$ cat src/rtl/sensor_monitor.sv
// sensor_monitor: synchronises an N-channel sensor bank, evaluates a
// critical/pair fault rule, filters it for FILTER_CYCLES consecutive cycles,
// and latches a sticky, software-clearable error with source snapshot and
// a saturating fault tally.
module sensor_monitor #(
  parameter int NUM_SENSORS   = 4,
  parameter int PRIMARY_IDX   = 1,
  parameter int FILTER_CYCLES = 3,
  parameter int CNT_W         = 8
) (
  input  logic                   clk,
  input  logic                   n_rst,
  input  logic [NUM_SENSORS-1:0] sensors,
  input  logic [NUM_SENSORS-1:0] crit_mask,
  input  logic [NUM_SENSORS-1:0] pair_mask,
  input  logic                   clear_error,
  output logic                   error,
  output logic                   pending,
  output logic [NUM_SENSORS-1:0] fault_src,
  output logic [CNT_W-1:0]       fault_count
);

  localparam int CNT_BITS = $clog2(FILTER_CYCLES) + 1;
  // Count value at which one more raw cycle completes the filter window.
  localparam logic [CNT_BITS-1:0] CNT_LAST = CNT_BITS'(FILTER_CYCLES - 1);

  typedef enum logic [1:0] {
    ST_IDLE    = 2'd0,
    ST_PENDING = 2'd1,
    ST_FAULT   = 2'd2
  } state_t;

  state_t                   state_q, state_d;
  logic [CNT_BITS-1:0]      cnt_q, cnt_d;
  logic [NUM_SENSORS-1:0]   sync1_q, sync1_d;
  logic [NUM_SENSORS-1:0]   sync2_q, sync2_d;
  logic [NUM_SENSORS-1:0]   fault_src_q, fault_src_d;
  logic [CNT_W-1:0]         fault_count_q, fault_count_d;
  logic                     raw;
  logic                     enter_fault;

  // Two-stage synchroniser; nothing downstream looks at sync1 or raw pins.
  always_comb begin
    sync1_d = sensors;
    sync2_d = sync1_q;
  end

  // Raw rule: any critical channel alone, or the primary together with any
  // pair channel. Masks are used live, unregistered.
  assign raw = (|(sync2_q & crit_mask)) |
               (sync2_q[PRIMARY_IDX] & (|(sync2_q & pair_mask)));

  // Next-state, filter counter, snapshot and tally update.
  always_comb begin
    state_d       = state_q;
    cnt_d         = cnt_q;
    fault_src_d   = fault_src_q;
    fault_count_d = fault_count_q;
    enter_fault   = 1'b0;
    case (state_q)
      ST_IDLE: begin
        if (raw) begin
          if (FILTER_CYCLES == 1) begin
            state_d     = ST_FAULT;
            cnt_d       = '0;
            enter_fault = 1'b1;
          end else begin
            state_d = ST_PENDING;
            cnt_d   = CNT_BITS'(1);
          end
        end
      end
      ST_PENDING: begin
        if (!raw) begin
          state_d = ST_IDLE;
          cnt_d   = '0;
        end else if (cnt_q == CNT_LAST) begin
          state_d     = ST_FAULT;
          cnt_d       = '0;
          enter_fault = 1'b1;
        end else begin
          cnt_d = cnt_q + CNT_BITS'(1);
        end
      end
      ST_FAULT: begin
        // A clear is honoured only once the fault condition has gone away.
        if (clear_error && !raw) begin
          state_d     = ST_IDLE;
          fault_src_d = '0;
        end
      end
      default: begin
        state_d = ST_IDLE;
        cnt_d   = '0;
      end
    endcase
    if (enter_fault) begin
      fault_src_d = sync2_q;
      if (fault_count_q != {CNT_W{1'b1}}) begin
        fault_count_d = fault_count_q + CNT_W'(1);
      end
    end
  end

  // State registers with asynchronous active-low reset.
  always_ff @(posedge clk or negedge n_rst) begin
    if (!n_rst) begin
      state_q       <= ST_IDLE;
      cnt_q         <= '0;
      sync1_q       <= '0;
      sync2_q       <= '0;
      fault_src_q   <= '0;
      fault_count_q <= '0;
    end else begin
      state_q       <= state_d;
      cnt_q         <= cnt_d;
      sync1_q       <= sync1_d;
      sync2_q       <= sync2_d;
      fault_src_q   <= fault_src_d;
      fault_count_q <= fault_count_d;
    end
  end

  assign error       = (state_q == ST_FAULT);
  assign pending     = (state_q == ST_PENDING);
  assign fault_src   = fault_src_q;
  assign fault_count = fault_count_q;

endmodule

$ cat config.mk
export PLATFORM = sky130hd
export DESIGN_NAME = sensor_monitor
export DESIGN_NICKNAME = d
export VERILOG_FILES = /design/src/rtl/sensor_monitor.sv
export SDC_FILE = /design/constraint.sdc
export NUM_CORES = 1
export LEC_CHECK = 0
export ABC_AREA = 1
export ABC_CLOCK_PERIOD_IN_PS = 1400
export CAP_MARGIN = 20
export CORE_MARGIN = 3
export CORE_UTILIZATION = 30
export CTS_BUF_LIST = sky130_fd_sc_hd__clkbuf_4 sky130_fd_sc_hd__clkbuf_8
export CTS_CLUSTER_DIAMETER = 60
export CTS_CLUSTER_SIZE = 12
export DETAILED_ROUTE_END_ITERATION = 16
export PLACE_DENSITY = 0.54
export SLEW_MARGIN = 5
export SYNTH_ARGS = -nofsm -noshare
export SYNTH_HDL_FRONTEND = slang
export SYNTH_SLANG_ARGS = --single-unit
$ cat constraint.sdc
create_clock -name clk -period 1.4 [get_ports clk]
set_input_delay 0.42 -clock clk [delete_from_list [all_inputs] [get_ports clk]]
set_output_delay 0.42 -clock clk [all_outputs]
set_load 0.02 [all_outputs]
==> metrics <==
Clk Latency, worst-skew pair=0.28 ns; final WL=2862 microns; Slew Limit Fails=0; Site Rows=22; RSZ-0062 raised after global routing=yes; Syn Area/Cell=9.049 sq um; Distinct cells, synth=21; die extent in y=70.52 microns; Fmax=699.2 MHz; clock buffer depth=2; Via Count=1121; PortBufs=28; Setup CP Type=flip-flop to output port; placed cells=225; CTS tree=done; Initial Util=32.64%; Worst Hold Class=flip-flop to flip-flop; leakage power=0.9784 nW; pre-CTS setup slack=-0.4050 ns; Setup Skew=0.008279 ns; Power per Cell Area=1488 nW/um^2; Initial DRT Pass Iterations=4; register bit total from synthesis=25; Met1 Wirelength=1302 microns; share of post-route cells with drive strength above 1=38.42%; critical path peak fanout=2; largest net degree at the start of global routing=26; yosys warns=0; overall routing resource usage=12.03%; Die ar.=4972 sq um; Critical Path Sink Type=output port; worst vdd ir=0.6343 mV; RePlAce Congestion=0.8311; Top Layer Used=met4; DRC Markers=0; Sink Count=25; I/O pin count=29; register area share after synthesis=50.10%; fin crit share=102.2%; ANT cells=0; Routed Antenna Nets=0; total grt overflow=0; Area after DPL=1667 sq um; core area=3826 sq um; die width=70.52 microns; Min-Delay Path Depth=0; hold-fix buffers at CTS=0; CTS root buf=clkbuf_8; Total Neg Setup Slack=-0.05958 ns; failing checks=negative setup slack; crit path launch type=flip-flop; hold violation count in the final report=0; initial antenna violation count=0; worst-case reg-to-reg path depth=7; Via density=4.710; WL met2=1401 microns; Non-Filler Instances=238; status=finished, violations left; CP required=0.98 ns; TritonCTS Buffers=3; final worst setup slack=-0.03027 ns; area delta synth->final=47.90%; Tmin final=1.430 ns; per-cell routed wire length=12.03 microns; Post-Syn Area=1249 sq um; final net count=207; Rel. slew slack=79.09%; Iter 0 DRT Violations=53; Post-Layout Inst Area=1847 sq um; Least-Margin Pin Slew=0.3136 ns; vias in the first global route=1074; H-tree depth=1; Post-Syn Nets=154; Critical Path AT=1.01 ns; first-pass GRT wire length=4733 microns; WL met3=88 microns; Final setup viols=2; Hold Worst Slack=0.3565 ns; Syn Inst Count=138; clock-pin slew on the worst setup and hold paths=0.10 ns; max_cap viols=0; DP HPWL=1979 microns
==> critical path: stages (launching register included) <==
cell     delay, ns
dfrtp_1       0.42
inv_2         0.07
nor2_4        0.12
buf_6         0.12
==> path summary, 6_finish.rpt <==
path,start,slack (ns),to
min,sync1_q[0],0.36,sync2_q[0]
max in group asynchronous,n_rst,0.65,fault_count[0]
min in group asynchronous,n_rst,0.49,sync1_q[0]
max,state_q[1],-0.03,error
min reg2reg,sync1_q[0],0.36,sync2_q[0]
max reg2reg,fault_count[0],0.02,fault_count[5]
==> through the flow <==
stage          utilization (%)  total power [W]
2_1_floorplan                -         0.001665
3_3_place_gp             43.56         0.002148
3_5_place_dp             43.56         0.002161
4_1_cts                  45.98         0.002632
5_1_grt                  48.27         0.002951
6_report                 48.27         0.002749
==> report_power, final <==
group	leakage (nW)	total, W	switching [W]	internal, W
logic	0.639	0.00125	0.000680	0.000569
registers	0.313	0.00104	0.000156	0.000883
clock network	0.0261	0.000461	0.000252	0.000209
==> state kept, by name, indices dropped and copies added, names as in the netlist <==
signal	count
sync2_q	4
cnt_q	3
fault_src	4
fault_count	8
state_q	2
sync1_q	4
==> cell families (layout without fill, tap and decap cells) <==
family          after synthesis  count (layout)  synth area share (%)
fa+ha+maj                     1               1                 1.002
xor+xnor                      5               5                 3.507
flops                        25              25                 50.10
compound gates                7               7                 4.711
simple gates                 83              84                 34.27
buf+inv                      17              68                 6.412
==> cell usage in the layout (no fill, tap or decap), types with 2 or more instances in the layout <==
master	count
clkdlybuf4s50_1	6
nor2_4	4
dfrtp_1	23
clkbuf_2	4
buf_4	20
nand4_4	2
buf_6	3
clkbuf_8	3
inv_1	7
inv_2	7
clkdlybuf4s15_2	3
o21ai_1	2
nand2_2	11
xor2_1	5
dlymetal6s2s_1	5
buf_2	3
a21oi_1	2
dlygate4sd2_1	3
nand2_1	38
clkdlybuf4s15_1	2
nand2_4	2
dfrtp_2	2
nand3_1	11
nand4_1	12
==> routing by layer <==
metal,global-route usage (%),vias up
li1,-,561
met1,15.85,528
met4,7.660,0
met5,0,-
met3,2.590,6
met2,17.78,26
==> Yosys cell counts, drive strengths merged <==
| master | number | area share (%) |
|---|---|---|
| a21oi | 3 | 2.1 |
| buf | 2 | 1.8 |
| clkinv | 1 | 0.40 |
| dfrtp | 25 | 50 |
| ha | 1 | 1.0 |
| inv | 14 | 4.2 |
| nand2 | 51 | 16 |
| nand3 | 13 | 5.6 |
| nand4 | 14 | 9.4 |
| nor2 | 5 | 3.5 |
| o21ai | 3 | 2.1 |
| o22ai | 1 | 0.50 |
| xor2 | 5 | 3.5 |
==> what timing repair did <==
action	CTS	global route
setup endpoints to repair	31	26
gates cloned	1	0
buffers inserted	0	8
pin swaps	9	28
gates resized for setup	55	26
==> final cells by class <==
| type | count | area, sq um |
|---|---|---|
| Multi-Input combinational cell | 97 | 625.6 |
| Timing Repair Buffer | 49 | 421.7 |
| Clock buffer | 3 | 41.29 |
| Tap cell | 48 | 60.06 |
| Sequential cell | 25 | 628.1 |
| Clock inverter | 1 | 8.758 |
| Fill cell | 360 | 1979 |
| Inverter | 15 | 61.31 |
Power figures use the tool's default switching activity.
